### config.mk
export PLATFORM = sky130hd
export DESIGN_NAME = load_value_predictor
export DESIGN_NICKNAME = d
export VERILOG_FILES = /design/src/rtl/load_value_predictor.sv
export SDC_FILE = /design/constraint.sdc
export NUM_CORES = 2
export LEC_CHECK = 0
export CAP_MARGIN = 20
export CORE_UTILIZATION = 35
export CTS_CLUSTER_DIAMETER = 50
export DETAILED_ROUTE_END_ITERATION = 12
export HOLD_SLACK_MARGIN = 0.02
export PLACE_DENSITY = 0.6
export SYNTH_ARGS = -nofsm -noshare
export SYNTH_HDL_FRONTEND = slang
export SYNTH_SLANG_ARGS = --single-unit
### constraint.sdc
create_clock -name clk -period 3.4 [get_ports clk]
set_input_delay 0.34 -clock clk [delete_from_list [all_inputs] [get_ports clk]]
set_output_delay 0.34 -clock clk [all_outputs]
set_load 0.05 [all_outputs]
### src/rtl/load_value_predictor.sv
// Last-value load predictor: PC-indexed table answers value-prediction requests on a load miss.
// Optional VP_CONFIDENCE_EN macro adds 2-bit confidence gating; DATA_WIDTH macro sets value/PC width.
`ifndef DATA_WIDTH
`define DATA_WIDTH 32
`endif

module load_value_predictor #(
  parameter int INDEX_BITS = 6
) (
  input  logic                   clk,
  input  logic                   rst_n,
  input  logic                   vp_en,
  input  logic                   recover_en,
  input  logic [`DATA_WIDTH-1:0] addr,
  input  logic                   d_cache_valid,
  input  logic [`DATA_WIDTH-1:0] d_cache_data,
  input  logic                   recovery_done,
  output logic [`DATA_WIDTH-1:0] out,
  output logic                   out_valid,
  output logic                   vp_lock,
  output logic                   done,
  output logic                   recover,
  output logic                   recovery_done_ack,
  output logic [`DATA_WIDTH-1:0] last_predicted_pc
);
  localparam int W       = `DATA_WIDTH;
  localparam int ENTRIES = 1 << INDEX_BITS;
  localparam int TAG_W   = W - INDEX_BITS - 2;

  typedef enum logic [1:0] {IDLE, WAIT_MEM, TRAIN, RECOVER} state_t;
  state_t state, state_next;

  logic [ENTRIES-1:0] entry_valid;
  logic [TAG_W-1:0]   entry_tag   [ENTRIES];
  logic [W-1:0]       entry_value [ENTRIES];

  logic [W-1:0]          pc_q, pc_next, out_next, last_pc_next;
  logic                  out_valid_next, vp_lock_next, done_next, recover_next, ack_next;
  logic [INDEX_BITS-1:0] rd_idx, wr_idx;
  logic [TAG_W-1:0]      rd_tag, wr_tag;
  logic                  hit, resp_match, wr_en;
  logic                  unused_bits;

  assign rd_idx      = addr[INDEX_BITS+1:2];
  assign rd_tag      = addr[W-1:INDEX_BITS+2];
  assign wr_idx      = pc_q[INDEX_BITS+1:2];
  assign wr_tag      = pc_q[W-1:INDEX_BITS+2];
  assign resp_match  = (d_cache_data == out);
  assign unused_bits = ^{addr[1:0], pc_q[1:0]};

`ifdef VP_CONFIDENCE_EN
  logic [1:0] entry_conf [ENTRIES];
  logic [1:0] conf_cur, conf_inc, conf_dec;
  logic       train_confirm;

  assign hit = entry_valid[rd_idx] && (entry_tag[rd_idx] == rd_tag) && (entry_conf[rd_idx] >= 2'd2);
  assign conf_cur = entry_conf[wr_idx];
  assign conf_inc = (conf_cur == 2'd3) ? 2'd3 : conf_cur + 2'd1;
  assign conf_dec = (conf_cur == 2'd0) ? 2'd0 : conf_cur - 2'd1;
  // A below-threshold entry that sees the same value again counts as a confirmation.
  assign train_confirm = entry_valid[wr_idx] && (entry_tag[wr_idx] == wr_tag) &&
                         (entry_value[wr_idx] == d_cache_data);

  always_ff @(posedge clk) begin
    if (wr_en) begin
      if (state == TRAIN)  entry_conf[wr_idx] <= train_confirm ? conf_inc : 2'd1;
      else if (resp_match) entry_conf[wr_idx] <= conf_inc;
      else                 entry_conf[wr_idx] <= conf_dec;
    end
  end
`else
  assign hit = entry_valid[rd_idx] && (entry_tag[rd_idx] == rd_tag);
`endif

  always_comb begin
    state_next     = state;
    pc_next        = pc_q;
    last_pc_next   = last_predicted_pc;
    out_next       = out;
    out_valid_next = out_valid;
    vp_lock_next   = vp_lock;
    recover_next   = recover;
    done_next      = 1'b0;
    ack_next       = 1'b0;
    wr_en          = 1'b0;
    case (state)
      IDLE: if (vp_en) begin
        pc_next      = addr;
        last_pc_next = addr;
        if (hit) begin
          out_next       = entry_value[rd_idx];
          out_valid_next = 1'b1;
          vp_lock_next   = 1'b1;
          state_next     = WAIT_MEM;
        end else begin
          state_next = TRAIN;
        end
      end
      WAIT_MEM: if (d_cache_valid) begin
        wr_en          = 1'b1;
        out_valid_next = 1'b0;
        if (!resp_match && recover_en) begin
          recover_next = 1'b1;
          state_next   = RECOVER;
        end else begin
          done_next    = 1'b1;
          vp_lock_next = 1'b0;
          state_next   = IDLE;
        end
      end
      TRAIN: if (d_cache_valid) begin
        wr_en      = 1'b1;
        done_next  = 1'b1;
        state_next = IDLE;
      end
      RECOVER: if (recovery_done) begin
        recover_next = 1'b0;
        vp_lock_next = 1'b0;
        ack_next     = 1'b1;
        done_next    = 1'b1;
        state_next   = IDLE;
      end
      default: state_next = IDLE;
    endcase
  end

  always_ff @(posedge clk or negedge rst_n) begin
    if (!rst_n) begin
      state             <= IDLE;
      entry_valid       <= '0;
      pc_q              <= '0;
      last_predicted_pc <= '0;
      out               <= '0;
      out_valid         <= 1'b0;
      vp_lock           <= 1'b0;
      done              <= 1'b0;
      recover           <= 1'b0;
      recovery_done_ack <= 1'b0;
    end else begin
      state             <= state_next;
      pc_q              <= pc_next;
      last_predicted_pc <= last_pc_next;
      out               <= out_next;
      out_valid         <= out_valid_next;
      vp_lock           <= vp_lock_next;
      done              <= done_next;
      recover           <= recover_next;
      recovery_done_ack <= ack_next;
      if (wr_en && state == TRAIN) entry_valid[wr_idx] <= 1'b1;
    end
  end

  // Tag and value storage need no reset: valid bits gate every use.
  always_ff @(posedge clk) begin
    if (wr_en) begin
      entry_value[wr_idx] <= d_cache_data;
      if (state == TRAIN) entry_tag[wr_idx] <= wr_tag;
    end
  end
endmodule

==> out/summary.json <==
{
  "yosys": {
    "count_of_cell_types_in_the_netlist": 73,
    "synth_top_area_share_pct": 75.11,
    "synth_flop_cell": "sky130_fd_sc_hd__edfxtp_1",
    "mappedNetlistArea_sq_um": 143300,
    "async_flop_share_pct": 3.630,
    "netlist.top_cell.by_area": "sky130_fd_sc_hd__edfxtp_1",
    "netlist_instances": 6365,
    "postSynthAreaPerCell_sq_um": 22.51,
    "synthTopCellsByArea": "sky130_fd_sc_hd__edfxtp_1 75%, sky130_fd_sc_hd__mux4_2 14%, sky130_fd_sc_hd__mux2i_1 2.4%, sky130_fd_sc_hd__dfrtp_1 2.4%, sky130_fd_sc_hd__a22oi_1 0.83%",
    "ys_seq_area_share_pct": 77.46,
    "synth_seq_cells": 3719,
    "yosys_warnings": 0,
    "synthesis.nets": 6439,
    "synth_enable_flop_cells": 3584
  },
  "power_and_ir_drop": {
    "worst_ir_drop_vdd_mv": 0.8734,
    "power.leakage_nw": 54.88,
    "pwr_density_cell_nw_per_um2": 635.5
  },
  "timing": {
    "final-hold-violation-count": 0,
    "setup_repair_after_global_routing_missed_its_margin": "yes",
    "fmax_mhz": 265.5,
    "clock_skew_ns": 0.07498,
    "tightestPinTransition_ns": 1.124,
    "post-route-period-util_pct": 110.8,
    "setup-violations-final": 35,
    "post-route-min-period_ns": 3.766,
    "timing.final.max_slew_violations": 0,
    "final.setup.worst_slack_ns": -0.3659,
    "slew_headroom_pct": 24.77
  },
  "floorplan": {
    "floorplan.io_pins": 139,
    "fp.dieArea_sq_um": 412000,
    "floorplan.initialDensity_pct": 35.21,
    "placement_rows": 234,
    "die_w_microns": 641.9,
    "placeableCoreArea_sq_um": 407000,
    "die-height_microns": 641.9
  },
  "placed_design": {
    "dp.final_hpwl_mm": 240.2,
    "placedCellCount": 12240,
    "gp_congestion": 0.8444,
    "count_of_input_and_output_buffers": 138
  },
  "setup_path": {
    "worst_r2r_path_depth": 13,
    "cp_top_family": "multiplexers",
    "critPathArrivalTime_ns": 4.60,
    "critPathSlowestCell": "sky130_fd_sc_hd__or4_4",
    "critPathKind": "flop to flop",
    "path_cells": "mux4_2 -> mux2i_4 -> buf_4 -> o32ai_1 -> or4_4 -> o2bb2ai_4 -> a2111oi_4 -> buf_4 -> nand4_4 -> nor3_4 -> buf_12 -> clkbuf_16 -> mux2_4",
    "cpPeakStageDelay_ns": 0.56,
    "worstSetupEndpointType": "flop",
    "critPathMaxFanout": 6,
    "crit_path_frequent_cell": "sky130_fd_sc_hd__buf_4",
    "start_kind": "flop",
    "critical_path.n_buffers_inverters": 4,
    "r2r_setup_slk_ns": -0.37,
    "r2r_start": "entry_tag[22][7]$_DFFE_PP_",
    "capturing_point_of_the_worst_reg2reg_path": "out[26]$_DFFE_PN0P_",
    "data_required_time_of_the_worst_path_ns": 4.24
  },
  "route": {
    "firstDrtPassIters": 5,
    "routed_wl_mm": 424.3,
    "wl_per_cell_microns": 32.67,
    "route.antenna.remaining_nets": 0,
    "post-route-drc-count": 0,
    "drtIter0Drc": 9679,
    "route.vias.total": 73170,
    "mean_number_of_vias_per_cell": 5.635
  },
  "cells_and_area": {
    "final_cells": 12990,
    "layout_cells_sized_above_1_pct": 33.16,
    "area_growth_syn_to_layout_pct": 19.45,
    "postLayoutCoreUtil_pct": 42.06,
    "fin_nets": 7281
  },
  "global_route": {
    "grt_antenna_before_repair": 34,
    "maximum_number_of_pins_on_one_net_before_global_route_repair": 125,
    "grt_pass1_wl_mm": 585.2,
    "first_global_vias": 72680,
    "grt_use_total_pct": 20.12,
    "overflow": 0
  },
  "hold_path": {
    "hp-start": "d_cache_data[14]",
    "timing.hold.worst_path_depth": 2,
    "worstHoldEndpoint": "entry_value[30][14]$_DFFE_PP_",
    "min-delay-path-class": "primary input to flop"
  },
  "clock_network": {
    "clk_transition_reported_paths_ns": 0.07,
    "cts.root.buffer_cell": "sky130_fd_sc_hd__clkbuf_16",
    "tritoncts": "done",
    "clkLatencyLatePin_ns": 0.96,
    "htree_num_levels": 5,
    "tritoncts.num_buffers": 389,
    "cts.sinks": 3719,
    "ctsLongestPathBuffers": 4
  },
  "flow_run": {
    "cap_viol_max_count": 0
  },
  "run_status": {
    "violated_checks": "setup timing",
    "outcome": "finished, violations left"
  }
}
cells in the final DEF (no fill, tap or decap), drive strengths merged, types with 23 or more instances in the layout:
cell type and n:
dfrtp 135, mux2i 342, inv 43, nand3 76
diode 23, edfxtp 3584, clkbuf 471, a22oi 158
mux2 76, nand4 24, a21oi 36, mux4 915
nor2 171, or2 71, clkinvlp 28, bufinv 34
clkdlybuf4s50 99, xnor2 47, clkinv 160, nand2 127
buf 685
worst max-delay path by stage:
stage | start | end | slack, ns | cells after the start
2_1_floorplan | pc_q[3]$_DFFE_PN0P_ | entry_value[42][0]$_DFFE_PP_ | -0.31 | 5
3_3_place_gp | addr[4] | out[29]$_DFFE_PN0P_ | -1.47 | 16
3_5_place_dp | addr[4] | out[10]$_DFFE_PN0P_ | -1.53 | 16
4_1_cts | entry_tag[48][4]$_DFFE_PP_ | out[16]$_DFFE_PN0P_ | -0.32 | 13
5_1_grt | entry_tag[62][7]$_DFFE_PP_ | out[9]$_DFFE_PN0P_ | -0.42 | 13
6_report | entry_tag[22][7]$_DFFE_PP_ | out[26]$_DFFE_PN0P_ | -0.37 | 13
power breakdown:
group          total [W]  switching [W]  leakage [nW]  internal (W)
Clock             0.0423         0.0182          6.13        0.0241
Combinational     0.0117        0.00827          14.8       0.00346
Sequential        0.0548       0.000509          34.0        0.0543
Total              0.109         0.0270          54.9        0.0818
stage by stage:
| step | instance area, sq um | power, W | hold WS [ns] | TNS, ns | setup slack, ns |
|---|---|---|---|---|---|
| after floorplan | 144200 | 0.06172 | 0.04441 | -81.63 | -0.3096 |
| after global placement | 158200 | 0.06697 | 0.4076 | -50.86 | -1.467 |
| after detailed placement | 158200 | 0.06741 | 0.4099 | -52.92 | -1.525 |
| after CTS | 171000 | 0.1092 | 0.02325 | -10.08 | -0.3175 |
| after global routing | 171200 | 0.1116 | 0.07568 | -13.60 | -0.4182 |
| final | 171200 | 0.1088 | 0.06298 | -11.67 | -0.3659 |
registers in the layout, indices dropped and copies added (netlist names):
name	cells
entry_valid	64
vp_lock	1
recover	1
out	32
recovery_done_ack	1
state	2
entry_value	2048
out_valid	1
done	1
entry_tag	1536
pc_q	32
cell families after synthesis:
family	count (synthesis)	share of synthesized area, %
xor gates and xnor gates	52	0.3178
adders and majority gates	4	0.03493
buffers and inverters	356	1.211
DFF	3719	77.46
AOI/OAI and AO/OA	329	1.657
muxes	1333	17.37
and+or+nand+nor	572	1.946
Yosys cell counts (10+ instances only):
master                     number
sky130_fd_sc_hd__inv_1         14
sky130_fd_sc_hd__o21ai_0       22
sky130_fd_sc_hd__mux4_2       915
sky130_fd_sc_hd__mux2_2        76
sky130_fd_sc_hd__buf_2        126
sky130_fd_sc_hd__xnor2_1       47
sky130_fd_sc_hd__nand2_1      127
sky130_fd_sc_hd__nor3_1        12
sky130_fd_sc_hd__a22o_1        12
sky130_fd_sc_hd__mux2i_1      342
sky130_fd_sc_hd__dfrtp_1      135
sky130_fd_sc_hd__nand2b_1      10
sky130_fd_sc_hd__nand3_1       76
sky130_fd_sc_hd__nor2_1       170
sky130_fd_sc_hd__buf_4         32
sky130_fd_sc_hd__buf_6         16
sky130_fd_sc_hd__nand4_1       23
sky130_fd_sc_hd__a31oi_1       21
sky130_fd_sc_hd__a21oi_1       36
sky130_fd_sc_hd__and3_1        13
sky130_fd_sc_hd__or2_2         71
sky130_fd_sc_hd__a22oi_1      158
sky130_fd_sc_hd__o211ai_1      10
sky130_fd_sc_hd__edfxtp_1    3584
sky130_fd_sc_hd__buf_1         22
sky130_fd_sc_hd__nor2b_1       19
sky130_fd_sc_hd__clkbuf_1     143
what timing repair did:
action                                 in CTS  in global routing
setup endpoints to repair                  36                 36
cloned                                      0                  1
endpoints found under the hold margin     141                  0
pin swaps                                   2                  0
resized for setup                          13                  7
buffers inserted                            1                  0
hold buffers                                6                  0
final cells by class:
type                       count  area (sq um)
antenna                       23         57.56
clock buffer                 469         10140
clock inverter               249          2592
fill                       34850        235800
inverter                      16         71.32
multi-input combinational   2290         31810
sequential                  3719        111000
tap                         5428          6792
timing repair buffer         791          8677
layer usage:
| metal | share of wire, % | vias to the layer above | global-route usage [%] | wire length (microns) |
|---|---|---|---|---|
| met3 | 9.0 | 675 | 3.516 | 38390 |
| met2 | 48 | 3827 | 32.76 | 204800 |
| met1 | 39 | 40020 | 27.63 | 167100 |
| met4 | 3.3 | 0 | 6.282 | 13950 |
| li1 | - | 28650 | - | - |
| met5 | 0 | - | 0 | 0 |
Note: power is estimated with default switching activity, not from simulation.
